## config.mk

```make
export PLATFORM = sky130hd
export DESIGN_NAME = ram_arbiter_flat
export DESIGN_NICKNAME = d
export VERILOG_FILES = /design/src/rtl/ram_arbiter_pkg.sv /design/src/rtl/ram_arbiter_if.sv /design/src/rtl/ram_arbiter_rr_arb2.sv /design/src/rtl/ram_arbiter.sv /design/src/flat_wrapper.sv
export SDC_FILE = /design/constraint.sdc
export NUM_CORES = 1
export LEC_CHECK = 0
export BUFFER_PORTS_ARGS = -buffer_cell sky130_fd_sc_hd__buf_2
export CORE_AREA = 10 10 75 77
export DETAILED_ROUTE_END_ITERATION = 7
export DIE_AREA = 0 0 85 87
export PLACE_DENSITY = 0.87
export SYNTH_ARGS = -nofsm -noshare
export SYNTH_HDL_FRONTEND = slang
export SYNTH_SLANG_ARGS = --single-unit
```

## constraint.sdc

```tcl
create_clock -name clk -period 2.35 [get_ports clk]
set_input_delay 0.47 -clock clk [delete_from_list [all_inputs] [get_ports clk]]
set_output_delay 0.47 -clock clk [all_outputs]
set_load 0.02 [all_outputs]
```

## src/rtl/ram_arbiter_pkg.sv

```systemverilog
// ram_arbiter_pkg: shared definitions for the main-memory arbiter slice.
//  - state_e : access sequencer states (IDLE -> ADDR -> XFER -> ACK)
//  - RQ_*    : requester ids (0 = CPU control unit, 1 = loader/debug port)
package ram_arbiter_pkg;

  localparam int RA_AW  = 8;  // default address width (256-entry memory)
  localparam int RA_DW  = 8;  // default data width
  localparam int NUM_RQ = 2;  // number of requesters

  typedef enum logic [1:0] {
    ST_IDLE = 2'd0,
    ST_ADDR = 2'd1,
    ST_XFER = 2'd2,
    ST_ACK  = 2'd3
  } state_e;

  localparam logic RQ_CPU = 1'b0;
  localparam logic RQ_LDR = 1'b1;

endpackage

```

## src/rtl/ram_arbiter_if.sv

```systemverilog
// ram_arbiter_if: one requester port of the memory arbiter.
//  req   : level request, held until ack
//  we    : 1 = write, 0 = read
//  addr  : access address
//  wdata : write data
//  ack   : one-cycle completion pulse from the arbiter
//  rdata : read data, valid with ack and held until the next read completes
// master = requester side, slave = arbiter side.
interface ram_arbiter_if #(
  parameter int AW = 8,
  parameter int DW = 8
);
  logic          req;
  logic          we;
  logic [AW-1:0] addr;
  logic [DW-1:0] wdata;
  logic          ack;
  logic [DW-1:0] rdata;

  modport master (output req, we, addr, wdata, input  ack, rdata);
  modport slave  (input  req, we, addr, wdata, output ack, rdata);
endinterface

```

## src/rtl/ram_arbiter_rr_arb2.sv

```systemverilog
// rr_arb2: combinational 2-way round-robin grant.
//  req_i     in  2  request bits (bit n = requester n)
//  last_i    in  1  id of the most recently granted requester
//  gnt_o     out 1  granted requester id
//  gnt_vld_o out 1  a grant is being made (any request present)
// With both requesting, the one that was not granted last wins; a lone
// requester always wins. The last-grant register lives in the caller.
module rr_arb2
  import ram_arbiter_pkg::*;
(
  input  logic [1:0] req_i,
  input  logic       last_i,
  output logic       gnt_o,
  output logic       gnt_vld_o
);

  always_comb begin
    gnt_vld_o = |req_i;
    gnt_o     = RQ_CPU;
    if (&req_i)              gnt_o = ~last_i;
    else if (req_i[RQ_LDR])  gnt_o = RQ_LDR;
  end

endmodule

```

## src/rtl/ram_arbiter.sv

```systemverilog
// ram_arbiter: two-port round-robin arbiter and access sequencer for the
// 256x8 main memory. Each granted request becomes a 4-cycle sequence:
//   ADDR : mem_sa_o=1 with the latched address
//   XFER : mem_s_o=1 (write, mem_d_in_o=wdata) or mem_e_o=1 (read, capture)
//   ACK  : one-cycle ack to the granted requester
//   IDLE : arbitrate again
// Ports:
//  clk, reset      clock, synchronous active-high reset
//  r0, r1          requester ports (slave side), r0 = CPU, r1 = loader
//  mem_a_o         address to memory (held from ADDR through XFER)
//  mem_sa_o        memory address-register set strobe
//  mem_s_o         memory write strobe
//  mem_e_o         memory read enable strobe
//  mem_d_in_o      write data to memory
//  mem_d_out_i     read data from memory
//  busy_o          1 whenever the sequencer is not idle
module ram_arbiter
  import ram_arbiter_pkg::*;
#(
  parameter int AW = RA_AW,
  parameter int DW = RA_DW
) (
  input  logic          clk,
  input  logic          reset,
  ram_arbiter_if.slave  r0,
  ram_arbiter_if.slave  r1,
  output logic [AW-1:0] mem_a_o,
  output logic          mem_sa_o,
  output logic          mem_s_o,
  output logic          mem_e_o,
  output logic [DW-1:0] mem_d_in_o,
  input  logic [DW-1:0] mem_d_out_i,
  output logic          busy_o
);

  // requester ports gathered into id-indexed vectors
  logic [NUM_RQ-1:0]         req_w;
  logic [NUM_RQ-1:0]         we_w;
  logic [NUM_RQ-1:0][AW-1:0] addr_w;
  logic [NUM_RQ-1:0][DW-1:0] wdata_w;

  assign req_w   = {r1.req,   r0.req};
  assign we_w    = {r1.we,    r0.we};
  assign addr_w  = {r1.addr,  r0.addr};
  assign wdata_w = {r1.wdata, r0.wdata};

  // sequencer state and latched request
  state_e                    state_q;
  logic                      gnt_q;
  logic                      we_q;
  logic [DW-1:0]             wdata_q;
  logic                      last_q;

  // registered outputs
  logic [AW-1:0]             mem_a_q;
  logic                      mem_sa_q, mem_s_q, mem_e_q;
  logic [DW-1:0]             mem_d_in_q;
  logic [NUM_RQ-1:0]         ack_q;
  logic [NUM_RQ-1:0][DW-1:0] rdata_q;
  logic                      busy_q;

  logic gnt_w, gnt_vld_w;

  rr_arb2 u_rr (
    .req_i     (req_w),
    .last_i    (last_q),
    .gnt_o     (gnt_w),
    .gnt_vld_o (gnt_vld_w)
  );

  always_ff @(posedge clk) begin
    if (reset) begin
      state_q    <= ST_IDLE;
      gnt_q      <= RQ_CPU;
      we_q       <= 1'b0;
      wdata_q    <= '0;
      last_q     <= RQ_LDR;   // r0 wins the first tie
      mem_a_q    <= '0;
      mem_sa_q   <= 1'b0;
      mem_s_q    <= 1'b0;
      mem_e_q    <= 1'b0;
      mem_d_in_q <= '0;
      ack_q      <= '0;
      rdata_q    <= '0;
      busy_q     <= 1'b0;
    end else begin
      // strobes and acks are single-cycle pulses
      mem_sa_q <= 1'b0;
      mem_s_q  <= 1'b0;
      mem_e_q  <= 1'b0;
      ack_q    <= '0;
      unique case (state_q)
        ST_IDLE: begin
          if (gnt_vld_w) begin
            // request fields are frozen here; later changes are ignored
            gnt_q    <= gnt_w;
            we_q     <= we_w[gnt_w];
            wdata_q  <= wdata_w[gnt_w];
            last_q   <= gnt_w;
            mem_a_q  <= addr_w[gnt_w];
            mem_sa_q <= 1'b1;
            busy_q   <= 1'b1;
            state_q  <= ST_ADDR;
          end
        end
        ST_ADDR: begin
          // sa drops here: the memory lets sa override s, so they never overlap
          if (we_q) begin
            mem_s_q    <= 1'b1;
            mem_d_in_q <= wdata_q;
          end else begin
            mem_e_q    <= 1'b1;
          end
          state_q <= ST_XFER;
        end
        ST_XFER: begin
          if (!we_q) rdata_q[gnt_q] <= mem_d_out_i;
          ack_q[gnt_q] <= 1'b1;
          state_q      <= ST_ACK;
        end
        ST_ACK: begin
          busy_q  <= 1'b0;
          state_q <= ST_IDLE;
        end
      endcase
    end
  end

  assign mem_a_o    = mem_a_q;
  assign mem_sa_o   = mem_sa_q;
  assign mem_s_o    = mem_s_q;
  assign mem_e_o    = mem_e_q;
  assign mem_d_in_o = mem_d_in_q;
  assign busy_o     = busy_q;

  assign r0.ack   = ack_q[RQ_CPU];
  assign r0.rdata = rdata_q[RQ_CPU];
  assign r1.ack   = ack_q[RQ_LDR];
  assign r1.rdata = rdata_q[RQ_LDR];

endmodule
```

## src/flat_wrapper.sv

```systemverilog
// flat-port wrapper written by rule: the top's interface ports become plain ports
module ram_arbiter_flat import ram_arbiter_pkg::*;
#(
  parameter int AW = RA_AW,
  parameter int DW = RA_DW
)
  (clk, reset, mem_a_o, mem_sa_o, mem_s_o, mem_e_o, mem_d_in_o, mem_d_out_i, busy_o, r0_req, r0_we, r0_addr, r0_wdata, r0_ack, r0_rdata, r1_req, r1_we, r1_addr, r1_wdata, r1_ack, r1_rdata);
  ram_arbiter_if #(.AW(AW), .DW(DW)) r0_i ();
  ram_arbiter_if #(.AW(AW), .DW(DW)) r1_i ();
  input  logic clk;
  input  logic reset;
  output logic [AW-1:0] mem_a_o;
  output logic mem_sa_o;
  output logic mem_s_o;
  output logic mem_e_o;
  output logic [DW-1:0] mem_d_in_o;
  input  logic [DW-1:0] mem_d_out_i;
  output logic busy_o;
  input wire logic [$bits(r0_i.req)-1:0] r0_req;
  input wire logic [$bits(r0_i.we)-1:0] r0_we;
  input wire logic [$bits(r0_i.addr)-1:0] r0_addr;
  input wire logic [$bits(r0_i.wdata)-1:0] r0_wdata;
  output wire logic [$bits(r0_i.ack)-1:0] r0_ack;
  output wire logic [$bits(r0_i.rdata)-1:0] r0_rdata;
  input wire logic [$bits(r1_i.req)-1:0] r1_req;
  input wire logic [$bits(r1_i.we)-1:0] r1_we;
  input wire logic [$bits(r1_i.addr)-1:0] r1_addr;
  input wire logic [$bits(r1_i.wdata)-1:0] r1_wdata;
  output wire logic [$bits(r1_i.ack)-1:0] r1_ack;
  output wire logic [$bits(r1_i.rdata)-1:0] r1_rdata;
  assign r0_i.req = r0_req;
  assign r0_i.we = r0_we;
  assign r0_i.addr = r0_addr;
  assign r0_i.wdata = r0_wdata;
  assign r0_ack = r0_i.ack;
  assign r0_rdata = r0_i.rdata;
  assign r1_i.req = r1_req;
  assign r1_i.we = r1_we;
  assign r1_i.addr = r1_addr;
  assign r1_i.wdata = r1_wdata;
  assign r1_ack = r1_i.ack;
  assign r1_rdata = r1_i.rdata;
  ram_arbiter #(.AW(AW), .DW(DW)) u_core (.clk(clk), .reset(reset), .r0(r0_i), .r1(r1_i), .mem_a_o(mem_a_o), .mem_sa_o(mem_sa_o), .mem_s_o(mem_s_o), .mem_e_o(mem_e_o), .mem_d_in_o(mem_d_in_o), .mem_d_out_i(mem_d_out_i), .busy_o(busy_o));
endmodule
```

# --- After elaboration in Yosys (flattened, before gate mapping) ---
# Index checks and enable logic that the tools add are counted.
totals:
  reg_bits: 51
  inputBits: 46
  output_inout_bits: 38
  word_cells: 58
op_classes:
  magnitude_cmp: 3
  n_eq_ne: 4
  n_mux: 20
  bitwise_logic: 5
  n_reduce_logical: 12
ops:
  columns: ["operator", "n"]
  rows:
  - ["$mux 8", 5]
  - ["$bwmux 16", 1]
  - ["$reduce_and 2->1", 5]
  - ["$mux 1", 9]
  - ["$demux 8 s1", 1]
  - ["$pmux 2 s4", 1]
  - ["$reduce_or 2->1", 4]
  - ["$not 1->1", 5]
  - ["$eq 2x2->1 const B", 2]
  - ["$lt 1x2->1 const B", 2]
  - ["$eq 2x1->1 const B", 1]
  - ["$logic_not 2->1", 1]
  - ["$mux 2", 1]
  - ["$ne 2x1->1 const B", 1]
  - ["$pmux 1 s2", 1]
  - ["$reduce_bool 2->1", 1]
  - ["$demux 1 s1", 1]
  - ["$ge 1x1->1 const B", 1]
  - ["$logic_and 1x1->1", 1]

# --- Longest topological paths before layout ---
# Gate-level depths: netlist (run 1).
logic_depth:
  word_depth: 5
  depth_mapped: 8
  mapped_depth_nobuf: 5

# --- Modules after synthesis ---
# Synthesis (run 1) repeated with hierarchy kept, for this count alone.
hier_totals:
  hier_cells: 225
  hier_area_um2: 2104.5
by_module_without_submodules:
  columns: ["mod", "instances", "cells_per_inst", "area_each_um2", "seq_area_each_um2"]
  rows:
  - ["ram_arbiter", 1, 223, 2090.8, 1021.0]
  - ["rr_arb2", 1, 2, 13.8, 0.0]

# --- Least setup slack after synthesis (run 1) ---
# OpenSTA, ideal clock, no wires.
synth_timing:
  kind: "reg2reg"
  startpoint: "reg u_core.state_q[0]"
  endpoint: "reg u_core.mem_a_q[0] (netlist: u_core.mem_a_o[0])"
  setup_time_ns: 0.143
  arrival_ns: 1.305
  required_time_ns: 2.207
  setup_slack_ns: 0.902
  path_stages_with_launch: 9
  n_path_buf: 3
  synth_period_minus_slack_ns: 1.448
  cell_sequence: "dfxtp_1 inv_1 ha_1 buf_2 o21a_1 buf_2 buf_2 nor2_1 a211oi_2"
synth_between:
  elab_chain_cells: 2
synth_rtl:
  columns: ["item", "line", "text"]
  rows:
  - ["from (decl)", "ram_arbiter.sv:48", "state_e state_q;"]
  - ["from (signal assigned)", "ram_arbiter.sv:73", "state_q <= ST_IDLE;"]
  - ["from (signal assigned)", "ram_arbiter.sv:103", "state_q <= ST_ADDR;"]
  - ["from (signal assigned)", "ram_arbiter.sv:114", "state_q <= ST_XFER;"]
  - ["$logic_not 2->1", "ram_arbiter.sv:92", "unique case (state_q)"]
  - ["$reduce_and 2->1 (no source line)", null, null]
  - ["to (signal assigned)", "ram_arbiter.sv:100", "mem_a_q <= addr_w[gnt_w];"]
  - ["to (decl)", "ram_arbiter.sv:55", "logic [AW-1:0] mem_a_q;"]
# Every way passes these cells.
# A chain may end at the register's enable or synchronous reset.

# --- Worst setup path in the final report (run 1) ---
layout_timing:
  startpoint: "reg u_core.state_q[0]"
  endpoint: "reg u_core.mem_a_q[5] (netlist: u_core.mem_a_o[5])"
# The elaborated chain is that of the path after synthesis.

==> summary.txt, run 1 <==
Placed design
  • Port bufs: 83
  • Placed insts: 346
  • Pre-CTS setup slack: about 0.58 ns
  • Placed wire-length estimate after detailed placement: 4.138 mm
  • Final RePlAce weighted congestion: 0.7965

Synthesis
  • Sequential fraction of the synthesis area: 49.13%
  • Synthesized area divided by synthesized cell count: 9.196 um2
  • Total standard cell area after synthesis: 0.002078 mm2
  • Synth warn: 0
  • Most instantiated flip-flop cell in the synthesis netlist: dfxtp_1
  • Post-synth net total: 276
  • Post-synth ARST share: 0%
  • Number of instances in the synthesized netlist: 226
  • Number of distinct library cells after synthesis: 27
  • Post-synthesis sequential element count: just over 50
  • Count of flip-flops with a built-in enable after synthesis: 0

Global routing
  • Wire length of the first global-routing pass: 9.011 mm
  • Met1 track utilization from global routing: 17.09%
  • GRT Util Overall: 14.44%
  • Number of antenna violations at the first check in global routing: 0
  • Maximum number of pins on one net before global-route repair: 33
  • Met2 routing resource usage after global routing: a little under a quarter
  • Overflow left after global routing: 0
  • Met3 routing resource usage after global routing: under 10%
  • Most crowded layer after global routing: met2
  • Via count of the first global-routing pass: 1932

Cells and area
  • Fraction of final layout cells sized beyond drive strength 1: a little over a third
  • Leading cell type in the layout, fill and taps excluded: buf_2
  • Final-stage net count: 351
  • Most frequent cells in the layout: buf_2, dfxtp_1, nor2_1, nand2_1, a21oi_1
  • Growth of design area from synthesis to finish: 25.59%
  • Diode count: 0
  • Final std cells w/o fill: 354

Setup path
  • Kind of launch point of the worst setup path: register
  • Type of the worst setup path: reg -> reg
  • Buf+Inv Stages, Crit Path: 1
  • Required time at the worst-slack endpoint: between 2 and 3 ns
  • Chain of cells forming the critical path: inv_1 -> ha_1 -> o21a_1 -> nor2_1 -> a211oi_1
  • Kind of end point of the critical path: register
  • Maximum cell stage delay along the critical path: 0.59 ns
  • Slowest cell on crit path: o21a_1
  • Critical path arrival: 1.98 ns
  • Dominant delay contributor by cell family on the critical path: compound AO/OA/AOI/OAI gates
  • Crit path max fanout: 18

Detailed routing
  • Drt via density: a little over 5
  • Detailed-route wire length: 5.357 mm
  • Residual DRC: 0
  • Post-detailed-route wirelength per cell: 15.13 um
  • Detail Route Antenna Nets: 0
  • Vias: 1816
  • First drt pass iteration count: 4
  • 1st-iter DRT viols: 46

Power
  • Clock share of power: 21.3%
  • Switching share of total power: between 30% and 40%
  • Maximum VDD drop: 0.5823 mV
  • Overall power of the completed layout: between 2 and 3 mW
  • Proportion of power drawn by combinational gates: 38.2%
  • Cell-internal power: about 1.8 mW
  • Leakage power total: 1.256 nW
  • Cell Pwr Density: around 1100 mW/mm2
  • Sequential Power Share: 40.6%
  • Switching Power: 1.083 mW

Floorplan
  • Y dimension of the die: ~87 um
  • I/O pin total: 84
  • Initial core utilization: 49.08%
  • DIE WIDTH: 85 um
  • Die Footprint: 0.007395 mm2
  • Core Region: 0.004234 mm2
  • Total number of placement rows: 24

CTS
  • TritonCTS clock tree: built
  • H-tree lvl count: 2
  • Count of instances resized after the clock tree is built: 0
  • CTS sink cnt: between 50 and 60
  • TritonCTS buffer count: 5
  • Clock latency on the worst-skew pair: 0.30 ns
  • Setup Buffers After CTS: 0
  • Root Buffer: clkbuf_8
  • Number of hold-repair buffers added at the cts stage: 0
  • Clock tree buffer depth: 2
  • Clock transition at the registers of the reported paths: ~0.090 ns

STA
  • Setup repair after global routing missed its margin: false
  • Worst hold slack: ~0.41 ns
  • Final worst setup slack: 0.5845 ns
  • Setup violation total in the final timing report: 0
  • Number of hold violations in the final report: 0
  • Max Clk Rate: ~0.57 GHz
  • Part of the cycle the worst path needs: between 70 and 80%
  • Shortest period the worst path allows: around 1.8 ns
  • Setup Total Neg Slack: 0 ns
  • Number of max-slew violations in the final report: 0
  • Slew at the pin closest to its max-slew limit: approximately 0.8 ns
  • Worst rel slew slack: between 40 and 50%
  • Worst clock skew on the final layout: 0.008811 ns

Min path
  • Hold/Removal Path Class: in -> reg

Flow run
  • Max Cap Violations: 0

Outcome
  • Status: finished, final reports clean
-- worst min-delay path: stages --
cell and delay (ns):
buf_2 0.10, nand2_1 0.05, a211oi_1 0.05
-- cell families after synthesis --
kind of cell	synth area share, %
fa+ha+maj	2.408
buf+inv	5.419
mux	8.188
compound gates	18.42
simple gates	16.44
flops	49.13
-- power groups by stage --
stage          combinational (mW)  sequential, mW  clock, mW
3_5_place_dp                 1.13            1.20          0
3_3_place_gp                 1.10            1.18          0
4_1_cts                      1.13            1.18      0.635
2_1_floorplan               0.713            1.32          0
5_1_grt                      1.25            1.20      0.670
6_report                     1.11            1.18      0.619
-- worst paths after layout --
check	start	endpoint	slack, ns	cells after the start
hold reg to reg	u_core.mem_d_in_o[3]	u_core.mem_d_in_o[3]	0.46	2
setup reg to reg	u_core.state_q[0]	u_core.mem_a_o[5]	0.58	5
setup / recovery	u_core.state_q[0]	u_core.mem_a_o[5]	0.58	5
hold / removal	r0_we	u_core.we_q	0.41	3
-- metrics by stage --
step / utilization (%) / cell area (um2)
4_1_cts: 61.64 / 2610
3_3_place_gp: 58.87 / 2492
2_1_floorplan: - / 2078
5_1_grt: 61.64 / 2610
3_5_place_dp: 58.87 / 2492
6_report: 61.64 / 2610
-- per-layer routing --
metal  vias to the layer above  routed length, um
met5                         -                  0
met4                         0                 40
met3                         6                465
met2                        62               2464
met1                       831               2387
li1                        917                  -
-- registers in the layout (all words and copies together) (netlist names), 2 cells and up --
| name | flops |
|---|---|
| u_core.ack_q | 2 |
| u_core.mem_a_o | 8 |
| u_core.mem_d_in_o | 8 |
| u_core.r0.rdata | 8 |
| u_core.r1.rdata | 8 |
| u_core.state_q | 2 |
| u_core.wdata_q | 8 |
-- synth_stat cells (3+ instances only) --
library cell  count  share of area, %
a211oi_1          9               3.3
a211oi_2          9               5.4
a21oi_1          26               6.3
buf_2             6               1.4
buf_6             3               1.6
clkbuf_1          8               1.4
dfxtp_1          51                49
ha_1              4               2.4
inv_1             3              0.54
mux2i_1          17               8.2
nand2_1          27               4.9
nand3_1           8               1.9
nor2_1           38               6.9
nor3b_1           4               1.4
-- cell type report --
class	instances	area [um2]
fill	386	1624
sequential	51	1021
multi-input combinational	154	944.7
timing repair buffer	86	450.4
clock buffer	6	82.58
tap	52	65.06
clock inverter	2	35.03
inverter	3	11.26
No activity file was read; power rests on OpenSTA's default activity.
==> run 2: changes to the inputs <==
--- a/config.mk
+++ b/config.mk
@@ -5,11 +5,12 @@
 export SDC_FILE = /design/constraint.sdc
 export NUM_CORES = 1
 export LEC_CHECK = 0
+export ABC_AREA = 1
 export BUFFER_PORTS_ARGS = -buffer_cell sky130_fd_sc_hd__buf_2
-export CORE_AREA = 10 10 75 77
+export CORE_AREA = 10 10 80 82
 export DETAILED_ROUTE_END_ITERATION = 7
-export DIE_AREA = 0 0 85 87
-export PLACE_DENSITY = 0.87
+export DIE_AREA = 0 0 90 92
+export PLACE_DENSITY = 0.82
 export SYNTH_ARGS = -nofsm -noshare
 export SYNTH_HDL_FRONTEND = slang
 export SYNTH_SLANG_ARGS = --single-unit
==> constraint.sdc (replaced) <==
create_clock -name clk -period 1.69 [get_ports clk]
set_input_delay 0.338 -clock clk [delete_from_list [all_inputs] [get_ports clk]]
set_output_delay 0.338 -clock clk [all_outputs]
set_load 0.02 [all_outputs]
==> summary.txt, run 2 <==
Cells and area
  • Final std cells w/o fill: 460 (+30%)
  • Leading cell type in the layout, fill and taps excluded: buf_2
  • Diode count: 0 (unchanged)
  • Post-layout util: 58.23% (-3.4 points)
  • Fraction of final layout cells sized beyond drive strength 1: 26.67% (-9.1 points)
  • Fill cell count: 468 (+21%)
  • Growth of design area from synthesis to finish: 25.47% (about the same)
  • Most frequent cells in the layout: buf_2, nand2_1, dfxtp_1, nor2_1, a21oi_1
  • Finished layout cell area: 0.002860 mm2 (+9.6%)
  • Final-stage net count: 439 (+25%)

Synthesis
  • Post-synth ARST share: 0% (unchanged)
  • Count of flip-flops with a built-in enable after synthesis: 0 (unchanged)
  • Largest cells by area after synthesis: dfxtp_1, nand2_1, nor2_1
  • Sequential fraction of the synthesis area: 44.79% (-4.3 points)
  • Most instantiated library cell after synthesis: nand2_1
  • Area fraction of the dominant cell type after synthesis: 44.79% (-4.3 points)
  • Cell type with the highest aggregate area in the netlist: dfxtp_1
  • Synth warn: 0 (unchanged)
  • Post-synthesis sequential element count: 51 (unchanged)
  • Most instantiated flip-flop cell in the synthesis netlist: dfxtp_1
  • Number of distinct library cells after synthesis: 21 (-22%)
  • Post-synth net total: 362 (+31%)
  • Most numerous cell types in the synthesized netlist: nand2_1, dfxtp_1, nor2_1, a21oi_1
  • Synthesized area divided by synthesized cell count: 7.307 um2 (-21%)
  • Total standard cell area after synthesis: 0.002280 mm2 (+9.7%)
  • Number of instances in the synthesized netlist: 312 (+38%)

Detailed routing
  • 1st-iter DRT viols: 124 (+170%)
  • Detailed-route wire length: 5.776 mm (+7.8%)
  • Detail Route Antenna Nets: 0 (unchanged)
  • Residual DRC: 0 (unchanged)
  • First drt pass iteration count: 4 (unchanged)
  • Vias: 2221 (+22%)
  • Drt via density: 4.828 (-5.9%)
  • Post-detailed-route wirelength per cell: 12.56 um (-17%)

Power
  • Maximum VDD drop: 0.6408 mV (+10%)
  • Leakage power total: 1.413 nW (+13%)
  • Cell Pwr Density: 1471 mW/mm2 (+32%)

CTS
  • Clock latency on the worst-skew pair: 0.30 ns (about the same)
  • Setup Buffers After CTS: 0 (unchanged)
  • Clock transition at the registers of the reported paths: 0.09 ns (about the same)
  • Count of instances resized after the clock tree is built: 0 (unchanged)
  • H-tree lvl count: 2 (unchanged)
  • CTS sink cnt: 51 (unchanged)
  • Number of hold-repair buffers added at the cts stage: 0 (unchanged)
  • TritonCTS clock tree: built
  • Clock tree buffer depth: 2 (unchanged)
  • Root Buffer: clkbuf_8
  • TritonCTS buffer count: 5 (unchanged)

Placed design
  • Cell area after placement: 0.002743 mm2 (+10%)
  • Pre-CTS setup slack: 0.1971 ns (-0.3875 ns)
  • Placed wire-length estimate after detailed placement: 4.292 mm (+3.7%)
  • Port bufs: 83 (unchanged)
  • Final RePlAce weighted congestion: 0.8677 (+8.9%)
  • Placed insts: 452 (+31%)

Setup path
  • Critical path arrival: 1.70 ns (-0.28 ns)
  • Kind of launch point of the worst setup path: register
  • Cell occurring most often along the worst timing path: nor2_1
  • Crit path max fanout: 18 (unchanged)
  • Kind of end point of the critical path: register
  • Chain of cells forming the critical path: inv_1 -> ha_1 -> inv_2 -> nor2_4 -> nand2_1 -> nor2_1 -> nor2_1
  • Maximum cell stage delay along the critical path: 0.36 ns (-0.23 ns)
  • Required time at the worst-slack endpoint: 1.89 ns (-0.68 ns)
  • Type of the worst setup path: reg -> reg
  • Slowest cell on crit path: dfxtp_1

STA
  • Worst rel slew slack: 53.40% (+6.9 points)
  • Number of max-slew violations in the final report: 0 (unchanged)
  • Number of hold violations in the final report: 0 (unchanged)
  • Setup Total Neg Slack: 0 ns (unchanged)
  • Part of the cycle the worst path needs: 88.96% (+14 points)
  • Max Clk Rate: 0.6652 GHz (+17%)
  • Shortest period the worst path allows: 1.503 ns (-0.2621 ns)
  • Setup violation total in the final timing report: 0 (unchanged)
  • Final worst setup slack: 0.1866 ns (-0.3979 ns)
  • Worst clock skew on the final layout: 0.007319 ns (-0.001493 ns)
  • Setup repair after global routing missed its margin: false
  • Slew at the pin closest to its max-slew limit: 0.6946 ns (-0.1081 ns)

Global routing
  • Number of antenna violations at the first check in global routing: 0 (unchanged)
  • GRT Util Overall: 14.12% (-0.32 points)
  • Wire length of the first global-routing pass: 9.915 mm (+10%)
  • Overflow left after global routing: 0 (unchanged)
  • Maximum number of pins on one net before global-route repair: 34 (+3.0%)
  • Via count of the first global-routing pass: 2165 (+12%)

Floorplan
  • Core Region: 0.004912 mm2 (+16%)
  • Y dimension of the die: 92 um (+5.7%)
  • Die Footprint: 0.008280 mm2 (+12%)
  • DIE WIDTH: 90 um (+5.9%)
  • I/O pin total: 84 (unchanged)
  • Initial core utilization: 46.41% (-2.7 points)
  • Total number of placement rows: 26 (+8.3%)

Flow run
  • Max Cap Violations: 0 (unchanged)

Outcome
  • Status: finished, final reports clean

Min path
  • Hold/Removal Path Class: in -> reg
run 2: cell count changes in the layout (fill, tap and decap cells not counted), moves of 5 or more:
cell / delta
a21boi_1: +12
inv_1: +19
o21ai_0: +8
a211oi_2: -9
a211oi_1: -9
nand3_1: +14
nand2_1: +48
a21boi_0: +5
nand4_1: +16
mux2i_1: -17
run 2: area by class of cell:
class / count / area, um2 / share of cell area, %
repair buffers: 91 / 500.5 / 17.50
well taps: 70 / 87.58 / 3.062
clock buffers: 6 / 82.58 / 2.887
clock inverters: 2 / 35.03 / 1.225
multi-input cells: 215 / 1040 / 36.35
inverters: 25 / 93.84 / 3.281
flip-flops and latches: 51 / 1021 / 35.70
run 2: metal layers:
metal | wire length [um] | vias up | GRT usage [%]
li1 | - | 1164 | -
met1 | 2735 | 968 | 17.66
met2 | 2365 | 84 | 20.76
met3 | 619 | 5 | 7.579
met4 | 56 | 0 | 3.581
met5 | 0 | - | 0
run 2: stage by stage:
step	hold slack [ns]	total power [mW]
2_1_floorplan	0.4292	2.883
3_5_place_dp	0.4440	3.359
5_1_grt	0.3208	4.547
6_report	0.3136	4.206
3_3_place_gp	0.4383	3.322
4_1_cts	0.3141	4.236
run 2: critical path, delay by kind of cell (launching register included):
| family | cells | cell delay, ns |
|---|---|---|
| flops | 1 | 0.36 |
| buf+inv | 2 | 0.16 |
| simple gates | 4 | 0.63 |
| fa+ha+maj | 1 | 0.25 |
run 2: kinds of logic after synthesis:
group / count (synthesis) / share of synthesized area, %
buffers and inverters: 46 / 9.604
DFF: 51 / 44.79
adders and majority gates: 4 / 2.195
and+or+nand+nor: 157 / 29.69
AOI/OAI and AO/OA: 54 / 13.72
run 2: worst paths after layout:
kind	depth (start not counted)	to	slack (ns)	from
min	3	u_core.r1.rdata[1]	0.31	mem_d_out_i[1]
min reg2reg	2	u_core.mem_d_in_o[3]	0.46	u_core.wdata_q[3]
max reg2reg	7	u_core.wdata_q[3]	0.19	u_core.state_q[0]
max	7	u_core.wdata_q[3]	0.19	u_core.state_q[0]
run 2: where the power goes:
part / internal [mW] / switching [mW] / leakage, nW
combinational: 0.617 / 1.10 / 0.934
sequential: 1.48 / 0.132 / 0.418
clock: 0.479 / 0.394 / 0.0612
==> run 3: changes to the inputs <==
--- a/config.mk
+++ b/config.mk
@@ -7,10 +7,11 @@
 export LEC_CHECK = 0
 export ABC_AREA = 1
 export BUFFER_PORTS_ARGS = -buffer_cell sky130_fd_sc_hd__buf_2
-export CORE_AREA = 10 10 80 82
+export CORE_AREA = 10 10 78 80
+export CTS_BUF_LIST = sky130_fd_sc_hd__clkbuf_4 sky130_fd_sc_hd__clkbuf_8
 export DETAILED_ROUTE_END_ITERATION = 7
-export DIE_AREA = 0 0 90 92
-export PLACE_DENSITY = 0.82
+export DIE_AREA = 0 0 88 90
+export PLACE_DENSITY = 0.86
 export SYNTH_ARGS = -nofsm -noshare
 export SYNTH_HDL_FRONTEND = slang
 export SYNTH_SLANG_ARGS = --single-unit
==> summary.txt, run 3 (same netlist as run 2, synthesis figures left out) <==
Setup path
  • Maximum cell stage delay along the critical path: 0.35 ns (about the same)
  • Worst r2r src: u_core.state_q[0]
  • Kind of end point of the critical path: register
  • Type of the worst setup path: reg -> reg
  • Chain of cells forming the critical path: inv_1 -> ha_1 -> inv_2 -> nor2_4 -> nand2_1 -> nor2_1 -> nor2_1
  • Cell occurring most often along the worst timing path: nor2_1
  • Critical path startpoint: u_core.state_q[0]
  • Critical path arrival: 1.70 ns (about the same)
  • Required time at the worst-slack endpoint: 1.89 ns (about the same)
  • Kind of launch point of the worst setup path: register
  • Worst R2R Path Depth: 7 (unchanged)
  • Dominant delay contributor by cell family on the critical path: simple AND/OR/NAND/NOR gates
  • Slowest cell on crit path: dfxtp_1
  • Endpoint of the worst register-to-register path: u_core.we_q
  • Buf+Inv Stages, Crit Path: 2 (unchanged)
  • Crit path max fanout: 18 (unchanged)
  • Worst reg2reg setup slack: 0.19 ns (about the same)

Detailed routing
  • Residual DRC: 0 (unchanged)
  • Detail Route Antenna Nets: 0 (unchanged)
  • Vias: 2182 (-1.8%)
  • Drt via density: 4.937 (+2.2%)
  • Detailed-route wire length: 5.637 mm (-2.4%)
  • 1st-iter DRT viols: 79 (-36%)
  • Post-detailed-route wirelength per cell: 12.75 um (+1.6%)
  • First drt pass iteration count: 4 (unchanged)

Min path
  • Hold wc startpoint: mem_d_out_i[3]
  • Hold/Removal Path Class: in -> reg
  • Endpoint with the worst hold slack: u_core.r1.rdata[3]
  • Cell depth of the worst hold path: 3 (unchanged)

Floorplan
  • Initial core utilization: 49.58% (+3.2 points)
  • DIE WIDTH: 88 um (-2.2%)
  • I/O pin total: 84 (unchanged)
  • Die Footprint: 0.007920 mm2 (-4.3%)
  • Core Region: 0.004598 mm2 (-6.4%)
  • Y dimension of the die: 90 um (-2.2%)
  • Total number of placement rows: 25 (-3.8%)

STA
  • Setup Total Neg Slack: 0 ns (unchanged)
  • Worst clock skew on the final layout: 0.01029 ns (+0.002975 ns)
  • Setup violation total in the final timing report: 0 (unchanged)
  • Setup repair after global routing missed its margin: false
  • Worst hold slack: 0.3244 ns (+0.01079 ns)
  • Number of hold violations in the final report: 0 (unchanged)
  • Shortest period the worst path allows: 1.502 ns (-0.001249 ns)
  • Max Clk Rate: 0.6657 GHz (about the same)
  • Worst rel slew slack: 54.36% (+0.96 points)
  • Number of max-slew violations in the final report: 0 (unchanged)
  • Part of the cycle the worst path needs: 88.88% (about the same)
  • Slew at the pin closest to its max-slew limit: 0.6803 ns (-0.01431 ns)

Power
  • Sequential Power Share: 40.9% (+2.5 points)
  • Clock share of power: 17.6% (-3.2 points)
  • Switching Power: 1.588 mW (-2.4%)
  • Cell Pwr Density: 1430 mW/mm2 (-2.8%)
  • Switching share of total power: 40.07% (+1.4 points)
  • Cell-internal power: 2.374 mW (-7.9%)
  • Overall power of the completed layout: 3.962 mW (-5.8%)
  • Maximum VDD drop: 0.6351 mV (-0.88%)
  • Leakage power total: 1.381 nW (-2.3%)
  • Proportion of power drawn by combinational gates: 41.5% (+0.7 points)

Global routing
  • Wire length of the first global-routing pass: 9.356 mm (-5.6%)
  • Number of antenna violations at the first check in global routing: 0 (unchanged)
  • Via count of the first global-routing pass: 2123 (-1.9%)
  • GRT Util Overall: 14.10% (-0.019 points)
  • Maximum number of pins on one net before global-route repair: 36 (+5.9%)
  • Overflow left after global routing: 0 (unchanged)

Cells and area
  • Post-layout util: 60.27% (+2.0 points)
  • Growth of design area from synthesis to finish: 21.57%
  • Most frequent cells in the layout: buf_2, nand2_1, dfxtp_1, nor2_1, a21oi_1
  • Leading cell type in the layout, fill and taps excluded: buf_2
  • Fill cell count: 448 (-4.3%)
  • Final-stage net count: 437 (-0.46%)
  • Finished layout cell area: 0.002771 mm2 (-3.1%)
  • Fraction of final layout cells sized beyond drive strength 1: 26.29% (-0.38 points)
  • Diode count: 0 (unchanged)

Placed design
  • Cell area after placement: 0.002683 mm2 (-2.2%)
  • Port bufs: 83 (unchanged)
  • Placed wire-length estimate after detailed placement: 4.293 mm (about the same)
  • Final RePlAce weighted congestion: 0.8519 (-1.8%)

CTS
  • Clock transition at the registers of the reported paths: 0.09 ns (about the same)
  • Count of instances resized after the clock tree is built: 0 (unchanged)
  • Clock tree buffer depth: 2 (unchanged)
  • H-tree lvl count: 2 (unchanged)
  • Clock latency on the worst-skew pair: 0.30 ns (about the same)
  • Setup Buffers After CTS: 0 (unchanged)
  • TritonCTS buffer count: 5 (unchanged)
  • TritonCTS clock tree: built
  • Number of hold-repair buffers added at the cts stage: 0 (unchanged)
  • Root Buffer: clkbuf_8
  • CTS sink cnt: 51 (unchanged)

Outcome
  • Status: finished, final reports clean

Flow run
  • Max Cap Violations: 0 (unchanged)
==> run 3: changes by cell type in the layout (fill, tap and decap cells not counted) <==
cell | before | now
buf_12 | 2 | 0
clkbuf_8 | 6 | 5
bufinv_16 | 1 | 0
clkbuf_4 | 0 | 2
==> run 3: worst max-delay path by stage <==
stage                              endpoint  depth (start not counted)
after global routing            u_core.we_q                          7
final                           u_core.we_q                          7
after detailed placement        u_core.we_q                          7
after global placement          u_core.we_q                          7
after CTS                       u_core.we_q                          7
after floorplan           u_core.mem_a_o[2]                          8
==> run 3: metrics by stage <==
step / std cells / worst slack (ns)
2_1_floorplan: 312 / 0.4290
4_1_cts: 442 / 0.1866
5_1_grt: 442 / 0.02510
3_3_place_gp: 434 / 0.2543
6_report: 442 / 0.1878
3_5_place_dp: 434 / 0.2078
==> run 3: power groups by stage <==
stage	clock network (mW)	registers, mW	logic, mW
6_report	0.699	1.62	1.64
5_1_grt	0.767	1.66	1.90
4_1_cts	0.720	1.62	1.66
3_5_place_dp	0	1.65	1.65
3_3_place_gp	0	1.64	1.61
2_1_floorplan	0	1.83	1.05
==> run 3: cell type report <==
type	instances	area [um2]	area share, %
multi-input combinational	215	1040	37.52
timing repair buffer	89	460.4	16.61
tap	54	67.56	2.438
inverter	25	93.84	3.386
sequential	51	1021	36.84
clock inverter	1	5.005	0.1806
clock buffer	7	83.83	3.025
==> run 3: metal layers <==
metal / up-vias / global-route usage [%] / part of all wire, %
li1: 1155 / - / -
met1: 945 / 16.28 / 44
met2: 75 / 21.78 / 43
met3: 7 / 7.491 / 13
met4: 0 / 4.255 / 1.0
met5: - / 0 / 0
==> run 3: worst min-delay path, stage by stage <==
cell     delay (ns)
buf_2          0.11
nand4_1        0.07
a21oi_1        0.06
